## config.mk

```make
export PLATFORM = sky130hd
export DESIGN_NAME = fifo_sync_param
export DESIGN_NICKNAME = d
export VERILOG_FILES = /design/src/rtl/fifo_sync_param.sv
export SDC_FILE = /design/constraint.sdc
export NUM_CORES = 1
export LEC_CHECK = 0
export ABC_AREA = 1
export BUFFER_PORTS_ARGS = -buffer_cell sky130_fd_sc_hd__buf_2
export CAP_MARGIN = 20
export CELL_PAD_IN_SITES_DETAIL_PLACEMENT = 0
export CELL_PAD_IN_SITES_GLOBAL_PLACEMENT = 1
export CORE_MARGIN = 2
export CORE_UTILIZATION = 50
export DETAILED_ROUTE_END_ITERATION = 10
export GPL_ROUTABILITY_DRIVEN = 0
export HOLD_SLACK_MARGIN = 0.15
export PLACE_DENSITY = 0.95
export SLEW_MARGIN = 20
export SYNTH_ARGS = -nofsm -noshare
export SYNTH_HDL_FRONTEND = slang
export SYNTH_SLANG_ARGS = --single-unit
export TNS_END_PERCENT = 1
```

## constraint.sdc

```tcl
create_clock -name CLK -period 4.2 [get_ports CLK]
set_clock_uncertainty 0.05 [all_clocks]
set_input_delay 0.84 -clock CLK [delete_from_list [all_inputs] [get_ports CLK]]
set_output_delay 0.84 -clock CLK [all_outputs]
set_load 0.01 [all_outputs]
```

## src/rtl/fifo_sync_param.sv

```systemverilog
// fifo_sync_param: single-clock FIFO of DEPTH words of DATA_WIDTH bits.
// DEPTH may be any integer >= 2 because the pointers wrap by explicit compare.
// Provides an occupancy count, registered status flags and overflow/underflow pulses.
// FWFT selects a registered read (0) or first-word-fall-through (1) output.
module fifo_sync_param #(
    parameter int DATA_WIDTH    = 8,
    parameter int DEPTH         = 8,
    parameter int AFULL_THRESH  = 6,
    parameter int AEMPTY_THRESH = 1,
    parameter bit FWFT          = 1'b0,
    localparam int CW           = $clog2(DEPTH + 1)
) (
    input  logic                  CLK,
    input  logic                  RST,
    input  logic                  W_INC,
    input  logic [DATA_WIDTH-1:0] WR_DATA,
    input  logic                  R_INC,
    output logic [DATA_WIDTH-1:0] RD_DATA,
    output logic                  RD_VALID,
    output logic                  FULL,
    output logic                  EMPTY,
    output logic                  ALMOST_FULL,
    output logic                  ALMOST_EMPTY,
    output logic [CW-1:0]         COUNT,
    output logic                  OVERFLOW,
    output logic                  UNDERFLOW
);
    localparam int PW = $clog2(DEPTH);

    logic [DATA_WIDTH-1:0] mem [DEPTH];
    logic [PW-1:0]         wptr, rptr;
    logic [CW-1:0]         count, count_nxt;
    logic                  full_q, empty_q, afull_q, aempty_q, ovf_q, udf_q;
    logic                  wr_acc, rd_acc;

    // Pointer increment with wrap at DEPTH-1, so non-power-of-two depths stay in range.
    function automatic logic [PW-1:0] ptr_inc(input logic [PW-1:0] p);
        return (p == PW'(DEPTH - 1)) ? '0 : p + PW'(1);
    endfunction

    // Acceptance uses the registered flags: a full FIFO rejects the write even if
    // a read is accepted in the same cycle, and an empty one rejects the read.
    assign wr_acc    = W_INC & ~full_q;
    assign rd_acc    = R_INC & ~empty_q;
    assign count_nxt = count + CW'(wr_acc) - CW'(rd_acc);

    // Pointers, occupancy and flags; flags come from next count so they track COUNT exactly.
    always_ff @(posedge CLK) begin
        if (RST) begin
            wptr     <= '0;
            rptr     <= '0;
            count    <= '0;
            full_q   <= 1'b0;
            empty_q  <= 1'b1;
            afull_q  <= 1'b0;
            aempty_q <= 1'b1;
            ovf_q    <= 1'b0;
            udf_q    <= 1'b0;
        end else begin
            if (wr_acc) wptr <= ptr_inc(wptr);
            if (rd_acc) rptr <= ptr_inc(rptr);
            count    <= count_nxt;
            full_q   <= (count_nxt == CW'(DEPTH));
            empty_q  <= (count_nxt == '0);
            afull_q  <= (count_nxt >= CW'(AFULL_THRESH));
            aempty_q <= (count_nxt <= CW'(AEMPTY_THRESH));
            ovf_q    <= W_INC & full_q;
            udf_q    <= R_INC & empty_q;
        end
    end

    // Storage is not reset; a write coinciding with reset is dropped.
    always_ff @(posedge CLK) begin
        if (wr_acc && !RST) mem[wptr] <= WR_DATA;
    end

    generate
        if (FWFT) begin : g_fwft
            // Head word is always presented; R_INC consumes it.
            assign RD_DATA  = mem[rptr];
            assign RD_VALID = ~empty_q;
        end else begin : g_std
            logic [DATA_WIDTH-1:0] rd_data_q;
            logic                  rd_valid_q;

            // Registered read: data appears one cycle after an accepted pop and then holds.
            always_ff @(posedge CLK) begin
                if (RST) begin
                    rd_data_q  <= '0;
                    rd_valid_q <= 1'b0;
                end else begin
                    rd_valid_q <= rd_acc;
                    if (rd_acc) rd_data_q <= mem[rptr];
                end
            end

            assign RD_DATA  = rd_data_q;
            assign RD_VALID = rd_valid_q;
        end
    endgenerate

    assign FULL         = full_q;
    assign EMPTY        = empty_q;
    assign ALMOST_FULL  = afull_q;
    assign ALMOST_EMPTY = aempty_q;
    assign COUNT        = count;
    assign OVERFLOW     = ovf_q;
    assign UNDERFLOW    = udf_q;

endmodule

```

==> results.toml, run 1 <==
[detailed_routing]
detail_route.vias_per_cell = 4.739
num_vias = 2521
dr.pass1.iters = 4
drtAntennaViolNets = 0
drc = 0
wl_um = 7130
wire_per_inst_um = 13.40
first_iter_violations = 231

[sta]
worstMarginPinSlew_ns = 0.9274
slew_headroom_pct = 37.95
max_freq_ghz = 0.4018
setup_violations = 0
post-route-period-util_pct = 59.25
finalHoldViolCount = 0
fin_tns_setup_ns = 0
rsz0062_at_grt = "false"
drv_slew = 0
period_minus_slack_ns = 2.489

[logic_synthesis]
ys.flop_type = "edfxtp_1"
synth_edf_count = 64
synth_fp_nets = 418
synth_area_um2 = 3916
synth_cells = 397
synth.area.top_cells = "edfxtp_1 (49%), dfxtp_1 (13%), inv_1 (8.4%), nand2_1 (8.3%), nand3_1 (6.5%)"
seq_area_frac_synth_pct = 61.85
synthArstFlopShare_pct = 0
synthDistinctLibCells = 23
ys_seq_elements = 89
syn_area_per_cell_um2 = 9.865
synth.largest_area_cell = "edfxtp_1"
yosys_warnings = 0
synth_top_area_share_pct = 49.07

[clock_network]
cts_made_buffers = 9
h-tree-depth = 3
hold_buffers = 0
cts_tree = "built"
clk_latency_ns = 0.35
clk_pin_slew_ns = 0.08
cts_resized = 0
clkSinkCount = 89
postCtsSetupRepairBufs = 0
ctsLongestPathBuffers = 2
cts_root_buf = "clkbuf_8"

[run_status]
status = "completed"

[worst_setup_path]
worst-path-max-fanout = 17
end_kind = "flip-flop"
worstPathRequired_ns = 4.43
critPathArrivalTime_ns = 2.72
critical_path_class = "in2reg"
worst_setup_path_start_kind = "primary input"

[placed_design]
io_buffer_count = 30
hpwl_um = 4543

[die]
die_h_um = 92.50
rows = 32
die_w_um = 92.50
core_area_um2 = 7647
initial_utilization_pct = 51.21
dieArea_um2 = 8556
ios = 31

[global_route]
grt_max_degree = 35
grt_overflow = 0
grt_pass1_wl_um = 11590
grt_use_total_pct = 18.20
grt_pass1_vias = 2345
antenna_found_initial = 0

[layout]
utilization_pct = 55.99
nets = 446
n_antenna_cell = 0
fill_cells = 667
synthToLayoutAreaGrowth_pct = 9.329
final_layout_size_suffix_gt1_share_pct = 13.02

[pwr]
pwr-share-comb_pct = 27.4
p_sw_share_pct = 32.56
max-vdd-ir-drop_uv = 212.9
p_per_area_nw_per_um2 = 535.4
p_sw_mw = 0.7463
leakagePower_nw = 1.943
pwr-share-clk_pct = 24.2
seqPwrFrac_pct = 48.4
internal_power_mw = 1.546

[min_path]
hold_path.class = "reg2reg"

[flow_run]
maxCapViolCount = 0
power by group through the flow:
stage          logic, mW  clock network, mW  registers, mW
2_1_floorplan      0.475                  0           1.13
6_report           0.629              0.555           1.11
3_5_place_dp       0.632                  0           1.13
3_3_place_gp       0.620                  0           1.13
5_1_grt            0.723              0.602           1.12
4_1_cts            0.635              0.571           1.11
metrics by stage:
stage                     instances  cell area, um^2  worst slack [ns]  hold slack (ns)  total power, mW
after floorplan                 397             3916             1.616           0.4222            1.603
after global placement          516             4088             1.421           0.3956            1.747
after detailed placement        516             4088             1.360           0.3995            1.760
after CTS                       532             4282             1.725           0.4104            2.314
after global routing            532             4282             1.519           0.4314            2.444
final                           532             4282             1.711           0.4066            2.292
metal layers:
metal,GRT usage [%],routed length (um),up-vias
met5,0,0,-
met1,22.48,3036,1136
met2,31.63,3655,62
met3,3.011,356,8
met4,7.711,82,0
li1,-,-,1315
critical path, stage by stage:
cell	delay, ns
buf_2	0.11
nand2_4	0.09
inv_4	0.20
ha_1	0.27
inv_1	0.06
ha_1	0.16
inv_1	0.06
fa_1	0.38
xor2_1	0.33
nand2_1	0.08
o21ai_0	0.15
cell families (layout without fill, tap and decap cells):
group                    after synthesis  in the layout  share of synthesized area [%]
AO/OA/AOI/OAI                         30             30                          5.304
XOR/XNOR                               3              3                         0.6710
adder cells (fa/ha/maj)                9              9                          3.067
buffers and inverters                106            139                          11.88
flip-flops                            89             89                          61.85
AND/OR/NAND/NOR                      160            160                          17.22
cell usage in the layout (no fill, tap or decap), types with 2 or more instances in the layout:
| cell | count |
|---|---|
| nor2_1 | 20 |
| dfxtp_1 | 25 |
| ha_1 | 8 |
| o21a_1 | 8 |
| inv_1 | 88 |
| a21oi_2 | 8 |
| buf_2 | 30 |
| a21oi_1 | 6 |
| clkbuf_8 | 11 |
| inv_4 | 3 |
| a211oi_1 | 2 |
| nand3_1 | 51 |
| xor2_1 | 2 |
| edfxtp_1 | 64 |
| clkbuf_1 | 3 |
| nand2_1 | 87 |
| o21ai_0 | 5 |
cell type report:
class	count	area, um^2	share of cell area (%)
Tap cell	102	127.6	2.981
Sequential cell	89	2422	56.57
Timing Repair Buffer	31	157.7	3.682
Clock buffer	15	187.7	4.383
Multi-Input combinational cell	202	1028	24.02
Clock inverter	1	6.256	0.1461
Inverter	92	351.6	8.212
registers in the layout, indices dropped and copies added (netlist names), 3 cells and up:
| name | flops |
|---|---|
| COUNT | 4 |
| RD_DATA | 8 |
| mem | 64 |
| rptr | 3 |
| wptr | 3 |
cell usage after synthesis (2+ instances only):
master / number
edfxtp_1: 64
dfxtp_1: 25
a211oi_1: 2
ha_1: 8
nand2_1: 87
a21oi_2: 8
o21ai_0: 5
inv_4: 2
o21a_1: 8
buf_2: 7
inv_1: 88
xor2_1: 2
a21oi_1: 6
nor2_1: 20
buf_6: 7
nand3_1: 51
final timing paths:
kind	startpoint	to	slack (ns)	cells after the start
max	R_INC	ALMOST_EMPTY	1.71	11
min	FULL	OVERFLOW	0.41	2
max reg2reg	EMPTY	ALMOST_EMPTY	1.90	11
min reg2reg	FULL	OVERFLOW	0.41	2
Note: power is estimated with default switching activity, not from simulation.
==> run 2: changes to the inputs <==
--- a/config.mk
+++ b/config.mk
@@ -5,17 +5,17 @@
 export SDC_FILE = /design/constraint.sdc
 export NUM_CORES = 1
 export LEC_CHECK = 0
-export ABC_AREA = 1
+export ABC_AREA = 0
 export BUFFER_PORTS_ARGS = -buffer_cell sky130_fd_sc_hd__buf_2
 export CAP_MARGIN = 20
 export CELL_PAD_IN_SITES_DETAIL_PLACEMENT = 0
 export CELL_PAD_IN_SITES_GLOBAL_PLACEMENT = 1
 export CORE_MARGIN = 2
-export CORE_UTILIZATION = 50
+export CORE_UTILIZATION = 49
 export DETAILED_ROUTE_END_ITERATION = 10
 export GPL_ROUTABILITY_DRIVEN = 0
 export HOLD_SLACK_MARGIN = 0.15
-export PLACE_DENSITY = 0.95
+export PLACE_DENSITY = 0.9
 export SLEW_MARGIN = 20
 export SYNTH_ARGS = -nofsm -noshare
 export SYNTH_HDL_FRONTEND = slang
==> constraint.sdc (replaced) <==
create_clock -name CLK -period 2.3 [get_ports CLK]
set_clock_uncertainty 0.05 [all_clocks]
set_input_delay 0.46 -clock CLK [delete_from_list [all_inputs] [get_ports CLK]]
set_output_delay 0.46 -clock CLK [all_outputs]
set_load 0.01 [all_outputs]
==> results.toml, run 2 <==
[logic_synthesis]
synth_area_um2 = 3598
synth.area.top_cells = "edfxtp_1 (53%), dfxtp_1 (14%), mux2i_1 (9.2%), a22oi_1 (3.1%), nor2_1 (2.8%)"
syn_area_per_cell_um2 = 14.51
synth_cells = 248
seq_area_frac_synth_pct = 67.32
synth_edf_count = 64
yosys_warnings = 0
ys_seq_elements = 89
synth_top_area_share_pct = 53.41
synthArstFlopShare_pct = 0
synth_commonest_cells = "edfxtp_1 (64), mux2i_1 (33), nor2_1 (27), dfxtp_1 (25), a22oi_1 (15)"
synth.most_common_cell = "edfxtp_1"
synthDistinctLibCells = 32
synth_fp_nets = 269
ys.flop_type = "edfxtp_1"
synth.largest_area_cell = "edfxtp_1"

[die]
ios = 31
core_area_um2 = 7176
dieArea_um2 = 8045
die_w_um = 89.70
die_h_um = 89.70
initial_utilization_pct = 50.15
rows = 31

[pwr]
leakagePower_nw = 1.510
p_total_mw = 4.077
max-vdd-ir-drop_uv = 293.1
p_per_area_nw_per_um2 = 986.8

[worst_setup_path]
worst_setup_path_start_kind = "flip-flop"
worstPathRequired_ns = 2.54
critPathArrivalTime_ns = 2.42
end_kind = "flip-flop"
critical_path_class = "reg2reg"
worst-path-max-fanout = 5

[layout]
fill_cells = 584
final_cells = 396
final_layout_size_suffix_gt1_share_pct = 27.27
n_antenna_cell = 0
synthToLayoutAreaGrowth_pct = 14.81
final_common_cell = "edfxtp_1"
largest_reg_flops = 64
top_register = "mem"
nets = 313
layout_common_cells = "edfxtp_1 (64), mux2i_1 (33), buf_2 (30), nor2_1 (27), dfxtp_1 (23)"

[global_route]
grt_overflow = 0
grt_pass1_vias = 1954
grt_use_total_pct = 18.09
antenna_found_initial = 0
grt_max_degree = 25
grt_pass1_wl_um = 10180

[clock_network]
h-tree-depth = 3
cts_made_buffers = 9
clk_latency_ns = 0.35
clk_pin_slew_ns = 0.09
clkSinkCount = 89
cts_root_buf = "clkbuf_8"
ctsLongestPathBuffers = 2
postCtsSetupRepairBufs = 0
cts_tree = "built"

[detailed_routing]
dr.pass1.iters = 4
detail_route.vias_per_cell = 5.230
wire_per_inst_um = 16.78
wl_um = 6645
drtAntennaViolNets = 0
num_vias = 2071
drc = 0
first_iter_violations = 136

[flow_run]
maxCapViolCount = 0

[sta]
post-route-period-util_pct = 94.65
worst_slack_ns = 0.1230
worstMarginPinSlew_ns = 0.6954
whs_ns = 0.3212
period_minus_slack_ns = 2.177
max_freq_ghz = 0.4593
drv_slew = 0
finalHoldViolCount = 0
setup_violations = 0
rsz0062_at_grt = "false"
slew_headroom_pct = 53.47

[placed_design]
place_ws_ns = -0.05946
dp_cells = 380
io_buffer_count = 30
hpwl_um = 4197

[min_path]
hold_path.class = "in2reg"

[run_status]
status = "completed"
## run 2: changes by cell type after synthesis, moves of 7 or more
| cell | before | now |
|---|---|---|
| nand3_1 | 51 | 0 |
| a22oi_1 | 1 | 15 |
| mux2i_1 | 0 | 33 |
| a21oi_1 | 6 | 14 |
| o21a_1 | 8 | 0 |
| inv_1 | 88 | 6 |
| nor2_1 | 20 | 27 |
| a21oi_2 | 8 | 1 |
| nand2_1 | 87 | 7 |
| nor3_2 | 0 | 9 |
## run 2: layout make-up
type	instances	area (um^2)	area share, %
Clock inverter	7	92.59	2.241
Inverter	7	26.28	0.6360
Tap cell	99	123.9	2.998
Sequential cell	89	2425	58.69
Multi-Input combinational cell	139	1057	25.59
Clock buffer	9	123.9	2.998
Timing Repair Buffer	46	282.8	6.844
## run 2: worst max-delay path, cell delays in order, from the launching register on
cell,delay (ns)
dfxtp_1,0.35
nand2b_1,0.17
ha_1,0.29
inv_1,0.05
ha_1,0.15
inv_1,0.05
fa_1,0.37
xor2_1,0.19
or2_2,0.29
a21oi_2,0.15
## run 2: path summary, 6_finish.rpt
kind,start,endpoint,slack [ns],cells past startpoint
hold reg to reg,FULL,OVERFLOW,0.43,2
hold / removal,R_INC,UNDERFLOW,0.32,3
setup / recovery,FULL,ALMOST_FULL,0.12,9
setup reg to reg,FULL,ALMOST_FULL,0.12,9
## run 2: layer usage
layer / track usage, % / wire (um) / vias up
li1: - / - / 993
met1: 22.78 / 2873 / 1018
met2: 28.88 / 3345 / 41
met3: 3.931 / 206 / 19
met4: 10.58 / 220 / 0
met5: 0 / 0 / -
## run 2: cells by family (layout without fill, tap and decap cells)
group | count (synthesis) | after routing | share of synthesized area, %
buffers and inverters | 20 | 69 | 3.616
muxes | 33 | 33 | 9.180
DFF | 89 | 89 | 67.32
AOI/OAI and AO/OA | 34 | 34 | 6.328
adders and majority gates | 9 | 9 | 3.338
and+or+nand+nor | 60 | 60 | 9.284
xor gates and xnor gates | 3 | 3 | 0.9390
## run 2: metrics by stage
step / TNS (ns) / utilization (%) / instance area [um^2]
detailed placement: -0.05946 / 54.49 / 3910
global placement: 0 / 54.49 / 3910
floorplan: 0 / - / 3606
finish: 0 / 57.58 / 4131
global route: 0 / 57.58 / 4131
CTS: 0 / 57.51 / 4126
## run 2: timing repair
action	in CTS	in global routing
endpoints found under the setup margin	0	1
hold buffers	0	0
gates resized for setup	0	2
## run 2: power by group
group          total, mW  internal (mW)  leakage, nW  switching (mW)
sequential          1.97           1.87        0.784           0.103
clock               1.15          0.610        0.103           0.539
combinational      0.958          0.435        0.622           0.523
total               4.08           2.91         1.51            1.17
==> run 3: changes to the inputs <==
--- a/config.mk
+++ b/config.mk
@@ -10,7 +10,7 @@
 export CAP_MARGIN = 20
 export CELL_PAD_IN_SITES_DETAIL_PLACEMENT = 0
 export CELL_PAD_IN_SITES_GLOBAL_PLACEMENT = 1
-export CORE_MARGIN = 2
+export CORE_MARGIN = 5
 export CORE_UTILIZATION = 49
 export DETAILED_ROUTE_END_ITERATION = 10
 export GPL_ROUTABILITY_DRIVEN = 0
==> results.toml, run 3 (synthesized netlist as in run 2, its figures left out) <==
[run_status]
status = "completed"

[pwr]
max-vdd-ir-drop_uv = 330.0
p_per_area_nw_per_um2 = 936.2
leakagePower_nw = 1.486

[sta]
period_minus_slack_ns = 2.177
rsz0062_at_grt = "false"
max_freq_ghz = 0.4594
worstMarginPinSlew_ns = 0.7190
whs_ns = 0.3015
drv_slew = 0
post-route-period-util_pct = 94.65
finalHoldViolCount = 0
worst_slack_ns = 0.1231
setup_violations = 0
slew_headroom_pct = 51.89
fin_tns_setup_ns = 0

[placed_design]
hpwl_um = 4353
place_ws_ns = 0.003332
io_buffer_count = 30
dp_cells = 381

[layout]
layout_common_cells = "edfxtp_1 (64), mux2i_1 (33), buf_2 (30), nor2_1 (27), dfxtp_1 (24)"
final_layout_size_suffix_gt1_share_pct = 26.17
fill_cells = 596
final_common_cell = "edfxtp_1"
final_cells = 397
largest_reg_flops = 64
n_antenna_cell = 0
top_register = "mem"
synthToLayoutAreaGrowth_pct = 13.07
nets = 314
utilization_pct = 56.40

[die]
ios = 31
initial_utilization_pct = 49.88
dieArea_um2 = 9158
die_h_um = 95.70
core_area_um2 = 7214
die_w_um = 95.70
rows = 31

[clock_network]
clk_pin_slew_ns = 0.08
hold_buffers = 0
h-tree-depth = 3
cts_resized = 0
clk_latency_ns = 0.35
cts_made_buffers = 9
cts_root_buf = "clkbuf_8"
cts_tree = "built"
postCtsSetupRepairBufs = 0
clkSinkCount = 89
ctsLongestPathBuffers = 2

[global_route]
grt_pass1_wl_um = 10230
grt_overflow = 0
grt_max_degree = 25
antenna_found_initial = 0
grt_use_total_pct = 15.43
grt_pass1_vias = 2034

[worst_setup_path]
worst-path-max-fanout = 5
critPathArrivalTime_ns = 2.41
worstPathRequired_ns = 2.54
end_kind = "flip-flop"
worst_setup_path_start_kind = "flip-flop"
critical_path_class = "reg2reg"

[detailed_routing]
drc = 0
drtAntennaViolNets = 0
wire_per_inst_um = 16.38
num_vias = 2031
wl_um = 6501
first_iter_violations = 66
dr.pass1.iters = 4
detail_route.vias_per_cell = 5.116

[min_path]
hold_path.class = "in2reg"

[flow_run]
maxCapViolCount = 0
[run 3: cell type report]
type | count | area, um^2 | area share (%)
well taps | 99 | 123.9 | 3.044
flip-flops and latches | 89 | 2424 | 59.56
inverters | 7 | 26.28 | 0.6458
clock inverters | 5 | 32.53 | 0.7995
clock buffers | 11 | 131.4 | 3.229
repair buffers | 47 | 277.8 | 6.827
multi-input cells | 139 | 1054 | 25.89
[run 3: routing by layer]
metal,vias to the layer above,global-route usage [%],routed length (um)
met4,0,9.005,138
met3,12,2.189,163
met2,28,26.52,3478
met5,-,0,0
li1,998,-,-
met1,993,18.41,2720
[run 3: worst max-delay path: stages (launching register included)]
cell      delay [ns]
dfxtp_1         0.34
nand2b_1        0.18
ha_1            0.29
inv_1           0.05
ha_1            0.16
inv_1           0.06
fa_1            0.38
xor2_1          0.19
or2_2           0.28
a21oi_1         0.13
[run 3: worst paths after layout]
check | from | end | slack, ns | cells after the start
hold reg to reg | EMPTY | UNDERFLOW | 0.40 | 2
setup / recovery | FULL | ALMOST_FULL | 0.12 | 9
setup reg to reg | FULL | ALMOST_FULL | 0.12 | 9
hold / removal | R_INC | UNDERFLOW | 0.30 | 3
[run 3: metrics by stage]
step / total power [mW] / cell area, um^2
2_1_floorplan: 2.687 / 3606
3_5_place_dp: 2.951 / 3905
5_1_grt: 4.010 / 4069
4_1_cts: 3.846 / 4069
3_3_place_gp: 2.919 / 3905
6_report: 3.809 / 4069
[run 3: power breakdown]
part / leakage, nW / internal, mW / switching [mW]
sequential: 0.784 / 1.87 / 0.0967
combinational: 0.624 / 0.428 / 0.518
clock: 0.0774 / 0.391 / 0.510
